==> src/rtl/fifo_rd_ctrl_pkg.sv <==
// fifo_rd_ctrl_pkg: shared FIFO defaults and Gray/binary pointer conversions.
// Callers zero-extend narrower pointers to CODE_W and cast the result back down.
package fifo_rd_ctrl_pkg;
   localparam int FIFO_DATA_WIDTH  = 8;
   localparam int FIFO_ADDR_WIDTH  = 3;
   localparam int FIFO_SYNC_STAGES = 2;
   localparam int CODE_W           = 32;
   function automatic logic [CODE_W-1:0] bin2gray(input logic [CODE_W-1:0] b);
      return b ^ (b >> 1);
   endfunction
   function automatic logic [CODE_W-1:0] gray2bin(input logic [CODE_W-1:0] g);
      logic [CODE_W-1:0] b;
      b = g;
      for (int i = CODE_W - 2; i >= 0; i--) b[i] = b[i+1] ^ g[i];
      return b;
   endfunction
endpackage

==> src/rtl/fifo_rd_ctrl_if.sv <==
// fifo_rd_ctrl_if: read-side FIFO bus.
// master = read controller: takes W_PTR_GREY, MEM_RD_DATA, RD_READY;
// drives RD_ADDR, GREY_R_PTR, RD_DATA, RD_VALID, EMPTY, RD_LEVEL. slave = its environment.
interface fifo_rd_ctrl_if
   import fifo_rd_ctrl_pkg::*;
#(
   parameter int DATA_WIDTH = FIFO_DATA_WIDTH,
   parameter int ADDR_WIDTH = FIFO_ADDR_WIDTH
);
   logic [ADDR_WIDTH:0]   W_PTR_GREY;
   logic [DATA_WIDTH-1:0] MEM_RD_DATA;
   logic [ADDR_WIDTH-1:0] RD_ADDR;
   logic [ADDR_WIDTH:0]   GREY_R_PTR;
   logic [DATA_WIDTH-1:0] RD_DATA;
   logic                  RD_VALID;
   logic                  RD_READY;
   logic                  EMPTY;
   logic [ADDR_WIDTH:0]   RD_LEVEL;
   modport master (
      input  W_PTR_GREY, MEM_RD_DATA, RD_READY,
      output RD_ADDR, GREY_R_PTR, RD_DATA, RD_VALID, EMPTY, RD_LEVEL
   );
   modport slave (
      output W_PTR_GREY, MEM_RD_DATA, RD_READY,
      input  RD_ADDR, GREY_R_PTR, RD_DATA, RD_VALID, EMPTY, RD_LEVEL
   );
endinterface

==> src/rtl/fifo_ptr_sync.sv <==
// fifo_ptr_sync: multi-flop bus synchroniser for Gray pointers crossing clock domains.
// Ports: R_CLK/R_RST destination clock and sync reset, D async input bus, Q last stage.
module fifo_ptr_sync #(
   parameter int WIDTH  = 4,
   parameter int STAGES = 2
) (
   input  logic             R_CLK,
   input  logic             R_RST,
   input  logic [WIDTH-1:0] D,
   output logic [WIDTH-1:0] Q
);
   logic [STAGES-1:0][WIDTH-1:0] sync;
   always_ff @(posedge R_CLK)
      if (R_RST) sync <= '0;
      else sync <= {sync[STAGES-2:0], D};
   assign Q = sync[STAGES-1];
endmodule

==> src/rtl/fifo_rd_ctrl.sv <==
// fifo_rd_ctrl: async FIFO read-side controller with first-word-fall-through output register.
// Ports: R_CLK read clock, R_RST sync active-high reset, bus (fifo_rd_ctrl_if.master) carrying
// the synchronised-in write pointer, memory read port, read pointer out, and valid/ready output.
module fifo_rd_ctrl
   import fifo_rd_ctrl_pkg::*;
#(
   parameter int DATA_WIDTH  = FIFO_DATA_WIDTH,
   parameter int ADDR_WIDTH  = FIFO_ADDR_WIDTH,
   parameter int SYNC_STAGES = FIFO_SYNC_STAGES
) (
   input logic            R_CLK,
   input logic            R_RST,
   fifo_rd_ctrl_if.master bus
);
   localparam int PW = ADDR_WIDTH + 1;
   logic [PW-1:0]         r_ptr, wq, wq_bin, grey_r_ptr;
   logic [DATA_WIDTH-1:0] rd_data;
   logic                  rd_valid, empty, load;
   fifo_ptr_sync #(.WIDTH(PW), .STAGES(SYNC_STAGES)) u_sync (
      .R_CLK(R_CLK),
      .R_RST(R_RST),
      .D    (bus.W_PTR_GREY),
      .Q    (wq)
   );
   assign wq_bin     = PW'(gray2bin(CODE_W'(wq)));
   assign grey_r_ptr = PW'(bin2gray(CODE_W'(r_ptr)));
   assign empty      = grey_r_ptr == wq;
   // Refill the output register whenever it is free or being drained this cycle.
   assign load       = !empty && (!rd_valid || bus.RD_READY);
   always_ff @(posedge R_CLK)
      if (R_RST) begin
         r_ptr    <= '0;
         rd_valid <= 1'b0;
         rd_data  <= '0;
      end else if (load) begin
         r_ptr    <= r_ptr + 1'b1;
         rd_valid <= 1'b1;
         rd_data  <= bus.MEM_RD_DATA;
      end else if (rd_valid && bus.RD_READY) begin
         rd_valid <= 1'b0;
      end
   assign bus.RD_ADDR    = r_ptr[ADDR_WIDTH-1:0];
   assign bus.GREY_R_PTR = grey_r_ptr;
   assign bus.RD_DATA    = rd_data;
   assign bus.RD_VALID   = rd_valid;
   assign bus.EMPTY      = empty;
   assign bus.RD_LEVEL   = wq_bin - r_ptr;
endmodule
==> src/flat_wrapper.sv <==
// flat-port wrapper written by rule: the top's interface ports become plain ports
module fifo_rd_ctrl_flat import fifo_rd_ctrl_pkg::*;
#(
   parameter int DATA_WIDTH  = FIFO_DATA_WIDTH,
   parameter int ADDR_WIDTH  = FIFO_ADDR_WIDTH,
   parameter int SYNC_STAGES = FIFO_SYNC_STAGES
)
  (R_CLK, R_RST, bus_W_PTR_GREY, bus_MEM_RD_DATA, bus_RD_READY, bus_RD_ADDR, bus_GREY_R_PTR, bus_RD_DATA, bus_RD_VALID, bus_EMPTY, bus_RD_LEVEL);
  fifo_rd_ctrl_if #(.DATA_WIDTH(DATA_WIDTH), .ADDR_WIDTH(ADDR_WIDTH)) bus_i ();
  input logic R_CLK;
  input logic R_RST;
  input wire logic [$bits(bus_i.W_PTR_GREY)-1:0] bus_W_PTR_GREY;
  input wire logic [$bits(bus_i.MEM_RD_DATA)-1:0] bus_MEM_RD_DATA;
  input wire logic [$bits(bus_i.RD_READY)-1:0] bus_RD_READY;
  output wire logic [$bits(bus_i.RD_ADDR)-1:0] bus_RD_ADDR;
  output wire logic [$bits(bus_i.GREY_R_PTR)-1:0] bus_GREY_R_PTR;
  output wire logic [$bits(bus_i.RD_DATA)-1:0] bus_RD_DATA;
  output wire logic [$bits(bus_i.RD_VALID)-1:0] bus_RD_VALID;
  output wire logic [$bits(bus_i.EMPTY)-1:0] bus_EMPTY;
  output wire logic [$bits(bus_i.RD_LEVEL)-1:0] bus_RD_LEVEL;
  assign bus_i.W_PTR_GREY = bus_W_PTR_GREY;
  assign bus_i.MEM_RD_DATA = bus_MEM_RD_DATA;
  assign bus_i.RD_READY = bus_RD_READY;
  assign bus_RD_ADDR = bus_i.RD_ADDR;
  assign bus_GREY_R_PTR = bus_i.GREY_R_PTR;
  assign bus_RD_DATA = bus_i.RD_DATA;
  assign bus_RD_VALID = bus_i.RD_VALID;
  assign bus_EMPTY = bus_i.EMPTY;
  assign bus_RD_LEVEL = bus_i.RD_LEVEL;
  fifo_rd_ctrl #(.DATA_WIDTH(DATA_WIDTH), .ADDR_WIDTH(ADDR_WIDTH), .SYNC_STAGES(SYNC_STAGES)) u_core (.R_CLK(R_CLK), .R_RST(R_RST), .bus(bus_i));
endmodule
==> config.mk <==
export PLATFORM = sky130hd
export DESIGN_NAME = fifo_rd_ctrl_flat
export DESIGN_NICKNAME = d
export VERILOG_FILES = /design/src/rtl/fifo_rd_ctrl_pkg.sv /design/src/rtl/fifo_rd_ctrl_if.sv /design/src/rtl/fifo_ptr_sync.sv /design/src/rtl/fifo_rd_ctrl.sv /design/src/flat_wrapper.sv
export SDC_FILE = /design/constraint.sdc
export NUM_CORES = 1
export LEC_CHECK = 0
export CAP_MARGIN = 30
export CORE_MARGIN = 2
export CORE_UTILIZATION = 48
export CTS_BUF_LIST = sky130_fd_sc_hd__clkbuf_4 sky130_fd_sc_hd__clkbuf_8
export CTS_CLUSTER_SIZE = 12
export DETAILED_ROUTE_END_ITERATION = 12
export MAX_ROUTING_LAYER = met4
export PLACE_DENSITY = 0.87
export REMOVE_ABC_BUFFERS = 1
export SLEW_MARGIN = 20
export SYNTH_ARGS = -nofsm -noshare
export SYNTH_HDL_FRONTEND = slang
export SYNTH_SLANG_ARGS = --single-unit
==> constraint.sdc <==
create_clock -name R_CLK -period 6.78 [get_ports R_CLK]
set_clock_uncertainty 0.15 [all_clocks]
set_input_delay 1.356 -clock R_CLK [delete_from_list [all_inputs] [get_ports R_CLK]]
set_output_delay 1.356 -clock R_CLK [all_outputs]
set_load 0.1 [all_outputs]
==> results of run 1 <==
-- routing by layer --
metal,track usage [%],part of all wire (%),vias up
met5,-,0,-
met4,5.714,0,0
met3,2.778,6.8,0
met2,32.18,52,29
met1,18.58,41,330
li1,-,-,356
-- worst reg2reg max path, cell delays in order (launching register included) --
cell and delay (ns):
dfxtp_1 0.51, ha_1 0.33, xnor2_1 0.31, a41oi_4 0.35, nand3_2 0.19, mux2_2 0.34
-- layout by cell type (no fill, tap or decap) --
cell type	Yosys	final
a211oi_1	1	1
a21o_1	1	1
a21oi_1	2	2
a31o_2	1	1
a41oi_4	1	1
and4_1	1	1
clkbuf_4	0	3
clkdlybuf4s50_1	0	35
clkinv_2	0	1
dfxtp_1	21	21
fa_1	1	1
ha_1	5	5
inv_1	6	6
mux2_2	1	1
mux2i_1	9	9
nand2b_1	1	1
nand3_2	1	1
nor2_1	12	12
nor2b_1	10	10
xnor2_1	7	7
xnor3_1	1	1
xor2_1	3	3
-- metrics by stage --
stage	utilization [%]	setup slack (ns)	instance area, um^2
floorplan	-	2.105	930.9
global route	69.86	1.883	1343
global placement	68.42	2.475	1315
CTS	69.86	2.015	1343
detailed placement	68.42	2.360	1315
finish	69.86	2.071	1343
-- final cells by class --
class	count	area, um^2	share of cell area [%]
multi-input combinational	58	488.0	36.35
sequential	21	420.4	31.31
timing repair buffer	35	350.3	26.10
tap	27	33.78	2.516
clock buffer	3	22.52	1.678
inverter	6	22.52	1.678
clock inverter	1	5.005	0.3728
-- worst min-delay path by stage --
stage                                      from                 end  slack (ns)
after detailed placement  u_core.u_sync.sync[0]  u_core.u_sync.Q[0]        0.28
after CTS                 u_core.u_sync.sync[0]  u_core.u_sync.Q[0]        0.30
final                     u_core.u_sync.sync[0]  u_core.u_sync.Q[0]        0.30
after global placement    u_core.u_sync.sync[1]  u_core.u_sync.Q[1]        0.27
after floorplan           u_core.u_sync.sync[0]  u_core.u_sync.Q[0]        0.26
after global routing      u_core.u_sync.sync[2]  u_core.u_sync.Q[2]        0.32
-- sequential cells by signal (all words and copies together) (netlist names) --
| signal | flops |
|---|---|
| u_core.u_sync.Q | 4 |
| u_core.bus.RD_DATA | 8 |
| u_core.bus.RD_VALID | 1 |
| u_core.r_ptr | 4 |
| u_core.u_sync.sync | 4 |
-- kinds of logic (layout without fill, tap and decap cells) --
family | after synthesis | in the layout | synth area share, %
AND/OR/NAND/NOR | 25 | 25 | 13.91
flip-flops | 21 | 21 | 44.09
XOR/XNOR | 11 | 11 | 11.55
multiplexers | 10 | 10 | 10.63
buffers and inverters | 9 | 45 | 4.724
adder cells (fa/ha/maj) | 6 | 6 | 8.662
AO/OA/AOI/OAI | 6 | 6 | 6.432
==> results.md, run 1 <==
- CTS HTree Levels: 1
- Placer Congestion: 0.7440
- CTS resizes: 0
- Most frequent cell after synthesis: dfxtp_1
- Synth top area share: about 44%
- Synth area leaders: dfxtp_1 (44%), mux2i_1 (9.4%), ha_1 (6.6%)
- Final ANT Viol Nets: 0
- Crit-path max FO: 3
- Final setup vio count: 0
- Reg2Reg Setup Slack: between 4 and 5 ns
- Unrepaired setup endpoints after global routing: false
- Post-synth top cells: dfxtp_1 (21), nor2_1 (12), nor2b_1 (10)
- Worst path cell trace: xor2_1, xnor2_1, xor2_1, ha_1, fa_1, xnor2_1, clkdlybuf4s50_1
- Die width: slightly below 50 um
- CTS tree: yes
- Relative slew margins: 34.08%
- Root Buffer: clkbuf_4
- Slew Viols, Final: 0
- Status: finished clean
- Final TNS setup: 0 ns
- Critical Path Source Type: flip-flop
- Core ar.: 0.001922 mm^2
- Sink Count: 21
- DR WL/cell: 11.69 um
- DP HPWL: roughly 1.4 mm
- R2R depth: 5
- Reg2reg start: u_core.r_ptr[1]
- Share of layout cells above drive strength 1: 6.452%
- Layout Area Growth over Synthesis: 40.81%
- Post-CTS setup buffer count: 0
- Async SR Flop Fraction: 0%
- Synth Register Bits: 21
- Rows: 16
- Syn Inst Count: 88
- Clock transition at path regs: about 0.12 ns
- Critical-path top delay cell: clkdlybuf4s50_1
- Hold Path Class: reg2reg
- Sequential share of the synthesized area: between 40% and 50%
- Initial core utilization: 49.61%
- Port Buffers: 35
- Top FF cell, synth: dfxtp_1
- Worst-Skew Late Latency: about 0.3 ns
- Yosys top cell by area: dfxtp_1
- First-pass GRT wire length: 3.139 mm
- Via density: about 4.7
- Worst EP arrival: 3.20 ns
- Hold Slack: 0.3009 ns
- Largest stage delay, worst path: approximately 1.1 ns
- EDFF count, synth: 0
- Vias after detailed routing: 715
- CP endpoint kind: output pin
- Unique cell type count in the Yosys netlist: 21
- Initial antenna violation count: 0
- Gr ovfl total: 0
- Largest net degree at the start of global routing: 24
- Placed Instances: around 150
- Remaining DRCs: 0
- CP Capture Point: bus_RD_LEVEL[2]
- Synthesis warning total: 0
- Mapped cell area: 953.4 um^2
- # diodes: 0
- Clock tree buffer depth: 2
- Vias in the first global route: 742
- Worst hold path depth: 1
- Worst-Margin Slew: 0.9858 ns
- Io pins: 36
- Final wirelength: 1.765 mm
- R2R Path End: u_core.r_ptr[3]
- CP startpoint: u_core.u_sync.Q[2]
- Fin nets: 146
- Die Footprint: 0.002359 mm^2
- Worst path bufs/invs: 1
- Final hold violation count: 0
- Cts bufs inserted: 3
- Drt initial violations: 4
- CP required: 5.27 ns
- Detailed Routing Iterations Pass 1: 2
- Fin cells: 151
- Die height: 48.57 um
- Gr usage total: 17.26%
- Delay-heaviest family, CP: buffers and inverters
- Hold buffers post-CTS: 0
- Fmax: around 210 MHz
- Fin crit share: 69.45%
- Clock period minus worst slack: 4.709 ns
- Max-Cap Viols: 0
- Setup CP Type: reg2out
- WP depth: 7
- Filler cells: 163
- Syn Area/Cell: between 10 and 15 um^2
Power of run 1 is not shown: default switching activity piles up to over one toggle a cycle in this logic, so the estimate is an artifact.
==> run 2, diff against run 1 <==
- CORE_UTILIZATION: 48 -> 40
- PLACE_DENSITY: 0.87 -> 0.78
- clock period: 6.78 -> 3.98 ns (I/O delays scaled with it)
==> run 2 against run 1 <==
Against the previous run:
- core utilization shrank 10 points
- die area increased by 18%
- cell area fell by 1.2%
- routed wire length is 0.85% higher
- flip-flop and latch count unchanged
- critical path depth unchanged
- first-iteration DRC count decreased by 50%
- count of clock-buffer cells in the layout unchanged
- non-clock buffer count stayed put
- critical path type unchanged
==> results.md, run 2 (synthesis gave the netlist of run 1 again) <==
- Status: finished clean
- Final hold violation count: 0
- Final setup vio count: 0
- Fmax: 302.3 MHz
- Initial antenna violation count: 0
- Final ANT Viol Nets: 0
- DR WL/cell: 11.71 um
- CTS resizes: 0
- Fin nets: 146
- Commonest cells after routing, fill and taps aside: clkdlybuf4s50_1 (28), dfxtp_1 (21), nor2_1 (12)
- Setup CP Type: reg2out
- Die height: 52.82 um
- Port Buffers: 35
- Sink Count: 21
- Io pins: 36
- Max-Cap Viols: 0
- Die width: 52.82 um
- Gr ovfl total: 0
- First-pass GRT wire length: 2.994 mm
- Vias in the first global route: around 730
- CTS HTree Levels: 1
- Remaining DRCs: 0
- # diodes: 0
- Critical Path Source Type: flip-flop
- Pre-CTS setup slack: just under 1 ns
- Relative slew margins: approximately 34%
- DP HPWL: 1.423 mm
- Fin crit share: slightly above 80%
- Worst path cell trace: xor2_1, xnor2_1, xor2_1, ha_1, fa_1, xnor2_1, buf_4
- Detailed Routing Iterations Pass 1: 2
- CTS tree: yes
- Gr usage total: 15.21%
- Worst-Margin Slew: 0.9858 ns
- Hold Path Class: reg2reg
- Via density: 4.704
- Worst EP arrival: 2.36 ns
- Clock period minus worst slack: 3.308 ns
- Crit-path max FO: 3
- Worst-Skew Late Latency: 0.30 ns
- Layout Area Growth over Synthesis: 39.11%
- Final wirelength: around 1.8 mm
- Rows: 17
- Placer Congestion: 0.7393
- Largest stage delay, worst path: 0.39 ns
- Share of layout cells above drive strength 1: 12.10%
- Final WS setup: 0.6720 ns
- Unrepaired setup endpoints after global routing: false
- Clock tree buffer depth: 2
- Drt initial violations: 2
- Initial core utilization: ~43%
- Most common cell after layout, fill and taps aside: clkdlybuf4s50_1
- Hold buffers post-CTS: 0
- Clock transition at path regs: about 0.12 ns
- Core ar.: 0.002233 mm^2
- Die Footprint: about 0.0028 mm^2
- Vias after detailed routing: slightly above 700
- CP endpoint kind: output pin
- Cts bufs inserted: 3
- Slew Viols, Final: 0
- Largest register FFs: 8
- Largest net degree at the start of global routing: 24
- CP required: 3.03 ns
- Root Buffer: clkbuf_4
- Post-CTS setup buffer count: 0
- Critical-path top delay cell: fa_1
[run 2: cell count changes in the layout (fill, tap and decap cells not counted)]
cell,previous run,this run
clkdlybuf4s50_1,35,28
buf_4,0,7
[run 2: layout make-up]
| type | instances | area [um^2] |
|---|---|---|
| clock inverters | 1 | 5.005 |
| multi-input cells | 58 | 488.0 |
| fillers | 194 | 907.1 |
| inverters | 6 | 22.52 |
| well taps | 28 | 35.03 |
| repair buffers | 35 | 332.8 |
| flip-flops and latches | 21 | 420.4 |
| clock buffers | 3 | 22.52 |
[run 2: layer usage]
metal,up-vias,track usage [%],wire length [um]
met5,-,-,0
met4,0,6.410,21
met3,4,3.143,96
met2,26,26.88,905
met1,321,16.43,757
li1,364,-,-
[run 2: worst max-delay path, delay by kind of cell (launching register included)]
family | cells | cell delay, ns
DFF | 1 | 0.38
buffers and inverters | 1 | 0.31
adders and majority gates | 2 | 0.62
xor gates and xnor gates | 4 | 0.76
[run 2: metrics by stage]
step           hold slack (ns)  setup TNS [ns]  cell area [um^2]  std cells  utilization (%)
4_1_cts                 0.3004               0              1326        152            59.38
6_report                0.2931               0              1326        152            59.38
3_5_place_dp            0.2720               0              1299        148            58.15
3_3_place_gp            0.2696               0              1299        148            58.15
5_1_grt                 0.3168               0              1326        152            59.38
2_1_floorplan           0.2638         -0.2609             930.9         85                -
[run 2: final timing paths]
check / start / endpoint / slack, ns / depth (start not counted)
hold reg to reg: u_core.u_sync.sync[1] / u_core.u_sync.Q[1] / 0.29 / 1
setup reg to reg: u_core.r_ptr[1] / u_core.r_ptr[3] / 1.75 / 5
setup / recovery: u_core.u_sync.Q[3] / bus_RD_LEVEL[2] / 0.67 / 7
hold / removal: u_core.u_sync.sync[1] / u_core.u_sync.Q[1] / 0.29 / 1
Power of run 2 is left out for the same reason.
==> run 3, diff against run 2 <==
- clock period: 3.98 -> 2.7 ns (I/O delays scaled with it)
==> run 3 against run 2 <==
Against the previous run:
- the run now ends with setup timing left
- first-iteration DRC count unchanged
- routed wire length increased by 9.9%
- critical path type unchanged
- final cell count increased by 3.9%
- count of clock-buffer cells in the layout increased by 1
- register-to-register slack got worse by 1.2 ns
==> results.md, run 3 (synthesis gave the netlist of run 1 again) <==
- Status: finished with violations
- Failing checks: setup timing
- Critical Path Source Type: flip-flop
- CP required: 2.01 ns
- Root Buffer: clkbuf_4
- CP endpoint kind: output pin
- Clock transition at path regs: 0.11 ns
- Worst EP arrival: 2.24 ns
- Hold Path Class: reg2reg
- Worst path cell trace: xor2_4, xnor2_2, buf_4, inv_2, ha_4, a21o_1, a21oi_2, xnor2_1, bufbuf_16
- Final TNS setup: -0.4843 ns
- Grt peak-use layer: met2
- DR WL/cell: 12.39 um
- Die height: 52.82 um
- Vias after detailed routing: 725
- Relative slew margins: 67.06%
- CTS HTree Levels: 1
- Final setup vio count: 3
- Gr usage total: 16.86%
- Cts bufs inserted: 3
- Sink Count: 21
- Final ANT Viol Nets: 0
- Io pins: 36
- Die width: 52.82 um
- Detailed Routing Iterations Pass 1: 3
- GR Util met1: 17.46%
- Met2 Use GR: between 30% and 40%
- DP HPWL: 1.411 mm
- Port Buffers: 35
- Critical-path top delay cell: dfxtp_4
- Unrepaired setup endpoints after global routing: true
- Layout Area Growth over Synthesis: 55.64%
- CTS tree: yes
- Filler cells: around 190
- Crit-path max FO: 2
- Global Route met3 Usage: roughly 3.1%
- Initial core utilization: 42.69%
- Remaining DRCs: 0
- Fin crit share: 108.5%
- Vias in the first global route: 737
- Hold buffers post-CTS: 0
- Largest net degree at the start of global routing: 17
- Initial antenna violation count: 0
- Worst path bufs/invs: 3
- Clock period minus worst slack: 2.930 ns
- Worst-Skew Late Latency: 0.30 ns
- Rows: 17
- Via density: around 4.6
- Hold Slack: 0.2991 ns
- Final WS setup: -0.2304 ns
- First-pass GRT wire length: approximately 3.2 mm
- Delay-heaviest family, CP: buffers and inverters
- Clock tree buffer depth: 2
- Fin nets: between 150 and 200
- Gr ovfl total: 0
- Placer Congestion: 0.8028
- Core ar.: 0.002233 mm^2
- Most common cell after layout, fill and taps aside: buf_4
- # diodes: 0
- Worst-Margin Slew: between 0.4 and 0.5 ns
- Final hold violation count: 0
- Fmax: 341.2 MHz
- Setup CP Type: reg2out
- Largest register FFs: 8
- Die Footprint: between 0.002 and 0.003 mm^2
- Max-Cap Viols: 0
- Slew Viols, Final: 0
- Drt initial violations: 2
- Share of layout cells above drive strength 1: a little under two fifths
- Largest stage delay, worst path: 0.38 ns
- Final wirelength: 1.957 mm
- Commonest cells after routing, fill and taps aside: buf_4 (22), dfxtp_1 (17), clkdlybuf4s50_1 (14)
-- run 3: changes by cell type in the layout (fill, tap and decap cells not counted), moves of 3 or more --
cell and delta:
xnor2_2 +3, xnor2_1 -3, clkdlybuf4s50_1 -14, inv_2 +3, buf_12 +4, dfxtp_1 -4
inv_1 -3, buf_4 +15
-- run 3: stage by stage --
| step | instances | util [%] | cell area, um^2 | setup slack (ns) |
|---|---|---|---|---|
| 3_5_place_dp | 151 | 60.39 | 1349 | 0.04508 |
| 3_3_place_gp | 151 | 60.39 | 1349 | 0.09416 |
| 6_report | 158 | 66.44 | 1484 | -0.2304 |
| 4_1_cts | 158 | 65.15 | 1455 | -0.1960 |
| 2_1_floorplan | 85 | - | 930.9 | -1.159 |
| 5_1_grt | 158 | 66.44 | 1484 | -0.3691 |
-- run 3: final timing paths --
kind                                             from                    end  slack, ns  depth (start not counted)
worst max register to register        u_core.r_ptr[3]  u_core.bus.RD_DATA[0]       0.54                          5
worst max-delay path               u_core.u_sync.Q[2]        bus_RD_LEVEL[3]      -0.23                          9
worst min register to register  u_core.u_sync.sync[2]     u_core.u_sync.Q[2]       0.30                          1
worst min-delay path            u_core.u_sync.sync[2]     u_core.u_sync.Q[2]       0.30                          1
-- run 3: area by class of cell --
type | count | area (um^2) | share of cell area (%)
Multi-Input combinational cell | 58 | 548.0 | 36.93
Clock buffer | 4 | 30.03 | 2.024
Tap cell | 28 | 35.03 | 2.361
Sequential cell | 21 | 430.4 | 29.01
Inverter | 6 | 22.52 | 1.518
Timing Repair Buffer | 41 | 417.9 | 28.16
-- run 3: repair_timing --
action                     CTS  global route
resized for setup            9             9
setup endpoints to repair    3             4
setup buffers                3             0
cloned                       0             0
pin swaps                    6             6
-- run 3: per-layer routing --
| metal | share of wire, % | up-vias |
|---|---|---|
| met5 | 0 | - |
| met4 | 1.8 | 0 |
| met3 | 5.7 | 5 |
| met2 | 51 | 27 |
| met1 | 41 | 325 |
| li1 | - | 368 |
Power of run 3 is left out for the same reason.
